[config.mk]
export PLATFORM = sky130hd
export DESIGN_NAME = mem_stage_lsu
export DESIGN_NICKNAME = d
export VERILOG_FILES = /design/src/rtl/mem_pkg.sv /design/src/rtl/lsu_align.sv /design/src/rtl/mem_stage_lsu.sv
export SDC_FILE = /design/constraint.sdc
export NUM_CORES = 1
export LEC_CHECK = 0
export BUFFER_PORTS_ARGS = -buffer_cell sky130_fd_sc_hd__buf_4
export CORE_AREA = 10 10 115 117
export CTS_CLUSTER_DIAMETER = 150
export DETAILED_ROUTE_END_ITERATION = 16
export DIE_AREA = 0 0 125 127
export PLACE_DENSITY = 0.8
export SLEW_MARGIN = 20
export SYNTH_ARGS = -nofsm -noshare
export SYNTH_HDL_FRONTEND = slang
export SYNTH_HIERARCHICAL = 1
export SYNTH_SLANG_ARGS = --single-unit
[constraint.sdc]
create_clock -name clk -period 2.47 [get_ports clk]
set_clock_uncertainty 0.05 [all_clocks]
set_input_delay 0 -clock clk [delete_from_list [all_inputs] [get_ports clk]]
set_output_delay 0 -clock clk [all_outputs]
set_load 0.05 [all_outputs]
[src/rtl/mem_pkg.sv]
// Shared types and encodings for the memory-stage load/store unit.
// Optional build macro MEM_MISALIGN_TRAP_EN is consumed by lsu_align and mem_stage_lsu.
package mem_pkg;

  localparam int XLEN = 32;

  localparam logic [2:0] LB  = 3'b000;
  localparam logic [2:0] LH  = 3'b001;
  localparam logic [2:0] LW  = 3'b010;
  localparam logic [2:0] LBU = 3'b100;
  localparam logic [2:0] LHU = 3'b101;

  typedef enum logic [1:0] {
    IDLE,
    REQ,
    WAIT_RSP
  } lsu_state_t;

  typedef struct packed {
    logic [XLEN-1:0] alu_result;
    logic [XLEN-1:0] read_data;
    logic [XLEN-1:0] pc_plus4;
    logic [4:0]      rd;
    logic            reg_write;
    logic            result_src;
    logic            wd3_src;
  } wb_reg_t;

endpackage

[src/rtl/lsu_align.sv]
// Combinational byte-lane logic: store byte-enables/replication and load extract/extend.
// With MEM_MISALIGN_TRAP_EN defined it also reports misaligned halfword/word accesses.
module lsu_align
  import mem_pkg::*;
(
  input  logic [2:0]      size,
  input  logic [1:0]      off,
  input  logic [XLEN-1:0] store_data,
  input  logic [XLEN-1:0] load_word,
  output logic [3:0]      be,
  output logic [XLEN-1:0] wdata,
  output logic [XLEN-1:0] load_data
`ifdef MEM_MISALIGN_TRAP_EN
  ,
  output logic            misalign
`endif
);

  logic [7:0]  ld_byte;
  logic [15:0] ld_half;
  logic        sign_ext;

  // Halfword lane is chosen by off[1] only, so odd halfword addresses force-align.
  always_comb begin
    ld_byte   = load_word[{off, 3'b000} +: 8];
    ld_half   = off[1] ? load_word[31:16] : load_word[15:0];
    sign_ext  = (size == LB) || (size == LH);
    be        = 4'b1111;
    wdata     = store_data;
    load_data = load_word;
`ifdef MEM_MISALIGN_TRAP_EN
    misalign  = 1'b0;
`endif
    case (size)
      LB, LBU: begin
        be        = 4'b0001 << off;
        wdata     = {4{store_data[7:0]}};
        load_data = {{24{sign_ext & ld_byte[7]}}, ld_byte};
      end
      LH, LHU: begin
        be        = off[1] ? 4'b1100 : 4'b0011;
        wdata     = {2{store_data[15:0]}};
        load_data = {{16{sign_ext & ld_half[15]}}, ld_half};
`ifdef MEM_MISALIGN_TRAP_EN
        misalign  = off[0];
`endif
      end
      default: begin
`ifdef MEM_MISALIGN_TRAP_EN
        misalign  = |off;
`endif
      end
    endcase
  end

endmodule

[src/rtl/mem_stage_lsu.sv]
// MEM-stage load/store unit: drives the valid/ready data bus, stalls upstream while an
// access is outstanding, and holds the MEM-to-WB register. Optional macro: MEM_MISALIGN_TRAP_EN.
module mem_stage_lsu
  import mem_pkg::*;
#(
  parameter int WIDTH = 32
) (
  input  logic             clk,
  input  logic             rst,
  input  logic [WIDTH-1:0] ALUResultM,
  input  logic [WIDTH-1:0] WriteDataM,
  input  logic [WIDTH-1:0] PCPlus4M,
  input  logic [4:0]       RdM,
  input  logic             RegWriteM,
  input  logic             ResultSrcM,
  input  logic             WDMEM,
  input  logic             WD3SrcM,
  input  logic [2:0]       MemSizeM,
  output logic             StallMem,
  output logic             dmem_req_valid,
  input  logic             dmem_req_ready,
  output logic             dmem_req_we,
  output logic [WIDTH-1:0] dmem_req_addr,
  output logic [WIDTH-1:0] dmem_req_wdata,
  output logic [3:0]       dmem_req_be,
  input  logic             dmem_rsp_valid,
  input  logic [WIDTH-1:0] dmem_rsp_rdata,
  output logic [WIDTH-1:0] ALUResultW,
  output logic [WIDTH-1:0] ReadDataW,
  output logic [WIDTH-1:0] PCPlus4W,
  output logic [4:0]       RdW,
  output logic             RegWriteW,
  output logic             ResultSrcW,
  output logic             WD3SrcW
`ifdef MEM_MISALIGN_TRAP_EN
  ,
  output logic             MisalignW
`endif
);

  lsu_state_t  state_q, state_d;
  wb_reg_t     w_q, w_d;
  logic        is_load, is_store, mem_op, mem_access, done;
  logic [WIDTH-1:0] load_data;
`ifdef MEM_MISALIGN_TRAP_EN
  logic        misalign, trap, misalign_q, misalign_d;
`endif

  lsu_align u_align (
    .size       (MemSizeM),
    .off        (ALUResultM[1:0]),
    .store_data (WriteDataM),
    .load_word  (dmem_rsp_rdata),
    .be         (dmem_req_be),
    .wdata      (dmem_req_wdata),
    .load_data  (load_data)
`ifdef MEM_MISALIGN_TRAP_EN
    ,
    .misalign   (misalign)
`endif
  );

  // A simultaneous load+store request is treated as a load.
  assign is_load  = ResultSrcM;
  assign is_store = WDMEM & ~ResultSrcM;
  assign mem_op   = is_load | WDMEM;
`ifdef MEM_MISALIGN_TRAP_EN
  assign trap       = mem_op & misalign;
  assign mem_access = mem_op & ~trap;
`else
  assign mem_access = mem_op;
`endif

  assign dmem_req_addr = {ALUResultM[WIDTH-1:2], 2'b00};

  always_ff @(posedge clk) begin
    if (rst) begin
      state_q <= IDLE;
      w_q     <= '0;
    end else begin
      state_q <= state_d;
      w_q     <= w_d;
    end
  end

  always_comb begin
    state_d = state_q;
    case (state_q)
      IDLE: begin
        if (mem_access) begin
          if (!dmem_req_ready)  state_d = REQ;
          else if (is_load)     state_d = WAIT_RSP;
        end
      end
      REQ: begin
        if (dmem_req_ready) state_d = is_load ? WAIT_RSP : IDLE;
      end
      WAIT_RSP: begin
        if (dmem_rsp_valid) state_d = IDLE;
      end
      default: state_d = IDLE;
    endcase
  end

  // IDLE doubles as the first request cycle, so the bus sees valid without a dead cycle.
  always_comb begin
    dmem_req_valid = 1'b0;
    done           = 1'b0;
    case (state_q)
      IDLE: begin
        dmem_req_valid = mem_access;
        done           = ~mem_access | (is_store & dmem_req_ready);
      end
      REQ: begin
        dmem_req_valid = 1'b1;
        done           = is_store & dmem_req_ready;
      end
      WAIT_RSP: done = dmem_rsp_valid;
      default:  done = 1'b0;
    endcase
    if (rst) dmem_req_valid = 1'b0;
    dmem_req_we = dmem_req_valid & is_store;
    StallMem    = ~rst & ~done;
  end

  // Anything short of completion writes a bubble into the WB register.
  always_comb begin
    w_d = '0;
    if (done) begin
      w_d.alu_result = ALUResultM;
      w_d.pc_plus4   = PCPlus4M;
      w_d.rd         = RdM;
      w_d.reg_write  = RegWriteM;
      w_d.result_src = ResultSrcM;
      w_d.wd3_src    = WD3SrcM;
      if (state_q == WAIT_RSP) w_d.read_data = load_data;
`ifdef MEM_MISALIGN_TRAP_EN
      if (trap) w_d.reg_write = 1'b0;
`endif
    end
  end

`ifdef MEM_MISALIGN_TRAP_EN
  always_comb begin
    misalign_d = done & trap;
  end

  always_ff @(posedge clk) begin
    if (rst) misalign_q <= 1'b0;
    else     misalign_q <= misalign_d;
  end

  assign MisalignW = misalign_q;
`endif

  assign ALUResultW = w_q.alu_result;
  assign ReadDataW  = w_q.read_data;
  assign PCPlus4W   = w_q.pc_plus4;
  assign RdW        = w_q.rd;
  assign RegWriteW  = w_q.reg_write;
  assign ResultSrcW = w_q.result_src;
  assign WD3SrcW    = w_q.wd3_src;

endmodule

==> impl_metrics.yaml, run 1 <==
sta:
  relSlewSlack: 0.533
  drv_slew: 0
  min_period_ns: 2.36
  rsz0062_at_grt: "false"
  setup_ws_ns: 0.115
  fin_tns_setup_ns: 0
  hold_viol_final: 0
  setup_violations: 0
  tightestPinTransition_ns: 0.698
  fin_crit_sh: 0.953
  max_freq_mhz: 425
place:
  dpl.cell_count: 848
  post-dp-hpwl_mm: 14.3
  place_area_um2: 6540
  io_buffers: 316
  preCtsSetupSlack_ns: 0.902
  routabilityCongestion: 0.884
finish:
  layout_commonest_cell: "buf_4"
  drive_gt1_frac: 0.430
  layout_common_cells: "316 x buf_4, 109 x dlygate4sd3_1, 106 x dfxtp_1"
  final-seq-area_um2: 2120
  stdcell_area_um2: 7970
  n_fill_cell: 768
  multi_input_area_um2: 1810
  final_core_utilization: 0.716
  fin_cells: 975
  areaGrowthSynthToFinish_pct: 80.5
  nNetsFinal: 969
global_route:
  grt_usage: 0.257
  grt_pass1_vias: 5345
  grt_overflow_total: 0
  gr-usage-met1: 0.247
  grt_max_degree: 72
  met3_usage: 0.0773
  grt_first_pass_wirelength_mm: 32.2
  use_met2: 0.489
  antenna_found_initial: 2
  top_usage_layer: "met2"
routing:
  wire_per_inst_um: 22.3
  via_per_inst: 4.93
  wl_mm: 21.7
  drc: 0
  drt_pre_antenna_iters: 5
  drt_iter0_drc: 368
  drtAntennaViolNets: 0
  vias: 4808
yosys:
  synth-edff-count: 0
  ys_warn_count: 6
  synth_area_um2: 4410
  synth_cells: 455
  synth-seq-cells: 106
  synthArstFlopShare: 0
  syn_area_per_cell_um2: 9.70
  synthFlopType: "dfxtp_1"
  synth-seq-area-share: 0.481
  synth_cell_types: 35
worst_setup_path:
  r2r_start: "state_q[1]"
  crit_fanout: 24
  worstPathArrival_ns: 2.55
  start_kind: "input pin"
  crit_start: "ALUResultM[0]"
  crit_type: "input pin to register"
  endpoint_kind: "register"
  crit_required_ns: 2.66
power_and_ir_drop:
  p_leak_uw: 0.00382
  pwr_density_cell_nw_per_um2: 596
  vdd_drop_max_mv: 0.422
floorplan:
  die_y_um: 127
  row_count: 39
  die_w_um: 125
  io-pin-count: 319
  core_area_um2: 11100
  start_util: 0.397
  die-area_um2: 15900
run:
  cap_violations: 0
min_path:
  min-delay-start: "dmem_rsp_rdata[14]"
  min_path_type: "input pin to register"
clock_tree:
  cts-root-buf: "clkbuf_16"
  clockBufferDepth: 2
  clk_latency_ns: 0.34
  numCtsBuffers: 9
  htree_levels: 3
  tritoncts: "built"
  clkSinkCount: 106
  clkTransAtPathRegs_ns: 0.08
  postCtsSetupRepairBufs: 0
status:
  status: "finished, final reports clean"
[flip-flops by register name, summed over array words and instances, names as in the netlist]
register / flops
ReadDataW: 32
WD3SrcW: 1
ResultSrcW: 1
PCPlus4W: 32
state_q: 2
RdW: 5
ALUResultW: 32
RegWriteW: 1
[worst max-delay path: stages]
cell and delay (ns):
dlygate4sd3_1 0.52, buf_4 0.15, mux2_2 0.38, a22oi_4 0.53
o221ai_1 0.21, dlygate4sd3_1 0.61, and2_1 0.14
[area by class of cell]
cell class                      instances  share of cell area
Multi-Input combinational cell        272               0.227
Timing Repair Buffer                  426               0.437
Tap cell                              143              0.0225
Clock buffer                           11              0.0305
Clock inverter                          5              0.0108
Inverter                               10             0.00471
Antenna cell                            2            0.000628
Sequential cell                       106               0.266
[Yosys cell counts, types with 2 or more instances]
cell        n  area, µm²
buf_4      42        315
clkbuf_1    8       30.0
a31oi_4     2       42.5
or2_2       2       12.5
nand2b_1    3       18.8
o221ai_1    8       70.1
nor3_1      3       15.0
nor2b_2     7       61.3
nor2b_1    83        519
nor2_1     13       48.8
a221o_1     7       70.1
mux2_2      9        101
and2_1     34        213
o21bai_1    3       22.5
mux2_4      2       30.0
nand2_1    41        154
inv_1      10       37.5
o22ai_1    17        106
buf_2      15       75.1
buf_6       2       22.5
and3b_1     2       17.5
mux2i_1    16        160
o21ai_0     8       40.0
a21oi_1     2       10.0
dfxtp_1   106       2120
[path summary, 6_finish.rpt]
check | endpoint | slack [ns] | cells past startpoint
max | ReadDataW[9] | 0.11 | 7
max reg2reg | ALUResultW[28] | 0.80 | 4
min reg2reg | ReadDataW[29] | 0.92 | 2
min | ReadDataW[14] | 0.01 | 4
[per-stage QoR]
step	total power, µW	hold slack [ns]
after floorplan	2600	0.0191
after global routing	4890	0.0301
after CTS	4730	0.00118
after global placement	3000	0.137
final	4750	0.0145
after detailed placement	3020	0.143
[kinds of logic after synthesis]
| kind of cell | count (synthesis) | share of synthesized area |
|---|---|---|
| multiplexers | 27 | 0.0661 |
| AND/OR/NAND/NOR | 192 | 0.249 |
| other | 1 | 0.000850 |
| flip-flops | 106 | 0.481 |
| buffers and inverters | 78 | 0.110 |
| AO/OA/AOI/OAI | 51 | 0.0933 |
[timing repair]
action	CTS	global route
gates resized for setup	0	0
hold buffers	109	0
hold endpoints to repair	103	0
[where the power goes]
group          switching (µW)  total, µW  internal (µW)  leakage [µW]
clock                     656       1580            925      0.000154
sequential               25.5       1790           1770      0.000863
combinational             820       1370            555       0.00281
total                    1500       4750           3250       0.00382
[per-layer routing]
layer / routed length [µm] / part of all wire / vias to the layer above
met5: 0 / 0 / -
met4: 879 / 0.040 / 0
met3: 1790 / 0.082 / 49
met2: 11500 / 0.53 / 303
met1: 7540 / 0.35 / 2272
li1: - / - / 2184
Note: power is estimated with default switching activity, not from simulation.
==> run 2: changes to the inputs <==
--- a/config.mk
+++ b/config.mk
@@ -6,11 +6,15 @@
 export NUM_CORES = 1
 export LEC_CHECK = 0
 export BUFFER_PORTS_ARGS = -buffer_cell sky130_fd_sc_hd__buf_4
-export CORE_AREA = 10 10 115 117
+export CELL_PAD_IN_SITES_DETAIL_PLACEMENT = 1
+export CELL_PAD_IN_SITES_GLOBAL_PLACEMENT = 2
+export CORE_ASPECT_RATIO = 1.25
+export CORE_MARGIN = 10
+export CORE_UTILIZATION = 23
 export CTS_CLUSTER_DIAMETER = 150
 export DETAILED_ROUTE_END_ITERATION = 16
-export DIE_AREA = 0 0 125 127
-export PLACE_DENSITY = 0.8
+export PLACE_DENSITY_LB_ADDON = 0.1
+export RECOVER_POWER = 25
 export SLEW_MARGIN = 20
 export SYNTH_ARGS = -nofsm -noshare
 export SYNTH_HDL_FRONTEND = slang
==> run 2 against run 1 <==
  * Hold slack lost 0.0081 ns
  * Critical path depth unchanged
  * Design area down 1.8%
  * Combinational power fell by 4%
  * Global-route usage shrank 10 points
  * Utilization is 30 points lower
  * Largest power group unchanged
  * Flip-flop and latch count unchanged
==> impl_metrics.yaml, run 2 (synthesis results as in run 1) <==
clock_tree:
  clkTransAtPathRegs_ns: 0.07
  clk_latency_ns: 0.35
  htree_levels: 3
  numCtsBuffers: 9
  clkSinkCount: 106
  cts-root-buf: "clkbuf_16"
  tritoncts: "built"
  postCtsSetupRepairBufs: 0
  clockBufferDepth: 2
routing:
  drt_iter0_drc: 134
  wire_per_inst_um: 19.7
  vias: 4527
  wl_mm: 20.9
  drtAntennaViolNets: 0
  via_per_inst: 4.26
  drt_pre_antenna_iters: 4
  drc: 0
global_route:
  grt_pass1_vias: 5035
  grt_usage: 0.156
  grt_overflow_total: 0
  grt_first_pass_wirelength_mm: 30.4
  grt_max_degree: 53
  antenna_found_initial: 0
place:
  post-dp-hpwl_mm: 15.4
  routabilityCongestion: 0.720
  dpl.cell_count: 938
  io_buffers: 316
sta:
  min_period_ns: 2.26
  fin_tns_setup_ns: 0
  rsz0062_at_grt: "false"
  setup_violations: 0
  relSlewSlack: 0.473
  drv_slew: 0
  hold_viol_final: 0
  fin_crit_sh: 0.916
  max_freq_mhz: 442
  tightestPinTransition_ns: 0.791
finish:
  n_fill_cell: 2183
  areaGrowthSynthToFinish_pct: 77.3
  drive_gt1_frac: 0.351
  layout_common_cells: "248 x buf_4, 108 x dlygate4sd3_1, 106 x dfxtp_1"
  layout_commonest_cell: "buf_4"
  fin_cells: 1062
  diodes: 0
  nNetsFinal: 970
run:
  cap_violations: 0
worst_setup_path:
  crit_start: "ALUResultM[1]"
  crit_type: "input pin to register"
  r2r_start: "state_q[1]"
  start_kind: "input pin"
  rrSetupSlack_ns: 0.55
  endpoint_kind: "register"
  worstPathArrival_ns: 2.50
  crit_fanout: 17
  crit_required_ns: 2.71
  reg2reg_depth: 4
power_and_ir_drop:
  pwr_density_cell_nw_per_um2: 599
  vdd_drop_max_mv: 0.361
  p_leak_uw: 0.00356
min_path:
  min-delay-start: "dmem_rsp_rdata[22]"
  min_path_type: "input pin to register"
  holdPathStages: 4
floorplan:
  die-area_um2: 25200
  die_y_um: 175
  row_count: 56
  io-pin-count: 319
  start_util: 0.234
  core_area_um2: 18800
  die_w_um: 144
status:
  status: "finished, final reports clean"
[run 2: changes by cell type in the layout (fill, tap and decap cells not counted)]
cell | before | now
a21oi_2 | 0 | 1
dlygate4sd3_1 | 109 | 108
clkinv_2 | 0 | 1
diode_2 | 2 | 0
a21oi_1 | 2 | 1
clkbuf_1 | 1 | 69
clkinvlp_4 | 2 | 0
a22oi_2 | 0 | 1
inv_6 | 0 | 1
buf_4 | 316 | 248
[run 2: cell type report]
cell class	count	area, µm²	share of cell area
repair buffers	426	3220	0.412
clock inverters	5	85.1	0.0109
flip-flops and latches	106	2120	0.271
clock buffers	10	239	0.0306
inverters	10	37.5	0.00480
multi-input cells	273	1830	0.233
well taps	232	290	0.0371
[run 2: where the power goes]
group	switching, µW	leakage, µW	internal [µW]	total, µW
sequential	19.6	0.000863	1770	1790
clock	660	0.000161	920	1580
combinational	808	0.00254	511	1320
total	1490	0.00356	3200	4690
[run 2: per-stage QoR]
stage                     hold slack, ns  instance area (µm²)   util  setup slack (ns)  total power (µW)
after floorplan                   0.0191                 4420      -             0.617              2600
after global placement             0.139                 6660  0.353             0.556              3020
after detailed placement           0.160                 6660  0.353             0.487              3030
after CTS                        0.00379                 8060  0.428            0.0577              4790
after global routing              0.0453                 7820  0.415             0.171              4880
final                            0.00640                 7820  0.415             0.208              4690
[run 2: worst paths after layout]
kind,endpoint
max,ReadDataW[5]
min,ReadDataW[22]
max reg2reg,ALUResultW[14]
min reg2reg,state_q[0]
[run 2: critical path, stage by stage]
cell and delay [ns]:
dlygate4sd3_1 0.54, buf_4 0.27, nand2b_1 0.13, nor2_1 0.57, a221o_1 0.28, dlygate4sd3_1 0.56, and2_1 0.13
[run 2: layer usage]
metal,track usage,part of all wire,vias up
met2,0.283,0.52,211
met1,0.157,0.35,2107
met3,0.0589,0.11,19
li1,-,-,2190
met5,0,0,-
met4,0.0592,0.020,0
[run 2: what timing repair did]
action,CTS,global route
resized for setup,0,1
hold buffers,108,0
endpoints found under the hold margin,100,0
setup endpoints to repair,0,5
==> run 3: changes to the inputs <==
--- a/config.mk
+++ b/config.mk
@@ -10,7 +10,7 @@
 export CELL_PAD_IN_SITES_GLOBAL_PLACEMENT = 2
 export CORE_ASPECT_RATIO = 1.25
 export CORE_MARGIN = 10
-export CORE_UTILIZATION = 23
+export CORE_UTILIZATION = 19
 export CTS_CLUSTER_DIAMETER = 150
 export DETAILED_ROUTE_END_ITERATION = 16
 export PLACE_DENSITY_LB_ADDON = 0.1
==> constraint.sdc (replaced) <==
create_clock -name clk -period 2 [get_ports clk]
set_clock_uncertainty 0.05 [all_clocks]
set_input_delay 0 -clock clk [delete_from_list [all_inputs] [get_ports clk]]
set_output_delay 0 -clock clk [all_outputs]
set_load 0.05 [all_outputs]
==> run 3 against run 2 <==
  * Cell count is 5.1% higher
  * Sequential power is 23% higher
  * Design area grew 0.32%
  * Via count fell by 0.99%
  * Utilization down 7.3 points
  * Critical path type unchanged
  * Total power rose by 22%
==> impl_metrics.yaml, run 3 (synthesis results as in run 1) <==
status:
  status: "finished, final reports clean"
place:
  post-dp-hpwl_mm: 16.3
  io_buffers: 316
  routabilityCongestion: 0.722
  place_area_um2: 6760
floorplan:
  start_util: 0.192
  die-area_um2: 29800
  die_y_um: 190
  row_count: 62
  core_area_um2: 23000
  die_w_um: 156
  io-pin-count: 319
clock_tree:
  cts_resized: 0
  postCtsSetupRepairBufs: 0
  htree_levels: 3
  clockBufferDepth: 2
  clk_latency_ns: 0.34
  numCtsBuffers: 9
  cts_hold_buf: 102
  tritoncts: "built"
  clkSinkCount: 106
  cts-root-buf: "clkbuf_16"
  clkTransAtPathRegs_ns: 0.07
finish:
  layout_common_cells: "250 x buf_4, 106 x dfxtp_1, 102 x dlygate4sd3_1"
  layout_commonest_cell: "buf_4"
  drive_gt1_frac: 0.354
  areaGrowthSynthToFinish_pct: 77.9
  nNetsFinal: 966
  stdcell_area_um2: 7850
min_path:
  min_path_type: "input pin to register"
sta:
  drv_slew: 0
  setup_violations: 0
  fin_crit_sh: 0.885
  relSlewSlack: 0.499
  tightestPinTransition_ns: 0.749
  max_freq_mhz: 565
  hold_viol_final: 0
  fin_tns_setup_ns: 0
  min_period_ns: 1.77
  rsz0062_at_grt: "false"
routing:
  via_per_inst: 4.02
  drt_pre_antenna_iters: 4
  drtAntennaViolNets: 0
  drt_iter0_drc: 88
  drc: 0
  wire_per_inst_um: 18.9
  wl_mm: 21.1
  vias: 4482
worst_setup_path:
  endpoint_kind: "register"
  start_kind: "input pin"
  worstPathArrival_ns: 1.96
  cp_slowest_cell: "dlygate4sd3_1"
  crit_fanout: 17
  crit_type: "input pin to register"
  max_stage_delay_ns: 0.53
  crit_chain: "dlygate4sd3_1 > buf_4 > mux2_4 > a31oi_4 > o22ai_1 > and2_1"
  crit_required_ns: 2.19
global_route:
  grt_usage: 0.134
  grt_first_pass_wirelength_mm: 30.8
  grt_overflow_total: 0
  grt_max_degree: 65
  grt_pass1_vias: 5160
  antenna_found_initial: 1
power_and_ir_drop:
  p_leak_uw: 0.00355
  pwr_density_cell_nw_per_um2: 729
  vdd_drop_max_mv: 0.435
run:
  cap_violations: 0
-- run 3: cell type report --
class                           instances  area, µm²
Antenna cell                            1       2.50
Clock buffer                            9        225
Clock inverter                          7       92.6
Fill cell                            2659      15100
Inverter                               10       37.5
Multi-Input combinational cell        272       1810
Sequential cell                       106       2120
Tap cell                              288        360
Timing Repair Buffer                  423       3200
-- run 3: stage by stage --
step           setup WS (ns)  power [µW]  hold WS [ns]  utilization  instances
2_1_floorplan          0.147        3210        0.0191            -        456
3_3_place_gp           0.421        3750         0.138        0.295        997
3_5_place_dp           0.389        3770         0.148        0.295        997
4_1_cts                0.206        5890       0.00382        0.353       1115
5_1_grt                0.148        6000        0.0315        0.342       1116
6_report               0.230        5720        0.0186        0.342       1116
-- run 3: worst paths after layout --
path / startpoint / end / slack (ns) / depth (start not counted)
worst max register to register: state_q[0] / ALUResultW[23] / 0.42 / 4
worst min register to register: state_q[0] / PCPlus4W[23] / 0.79 / 3
worst max-delay path: ALUResultM[1] / ReadDataW[18] / 0.23 / 6
worst min-delay path: dmem_rsp_rdata[11] / ReadDataW[11] / 0.02 / 4
-- run 3: critical path: cells and delay by family --
| family | cells | cell delay (ns) |
|---|---|---|
| simple gates | 1 | 0.17 |
| buf+inv | 2 | 0.80 |
| mux | 1 | 0.34 |
| compound gates | 2 | 0.63 |
-- run 3: report_power, final --
group | internal [µW] | switching (µW) | total [µW]
clock network | 1010 | 897 | 1910
logic | 616 | 990 | 1610
registers | 2180 | 22.7 | 2210
-- run 3: metal layers --
metal,GRT usage,part of all wire
met5,0,0
met4,0.0360,0.014
met3,0.0564,0.10
met2,0.253,0.52
met1,0.130,0.37
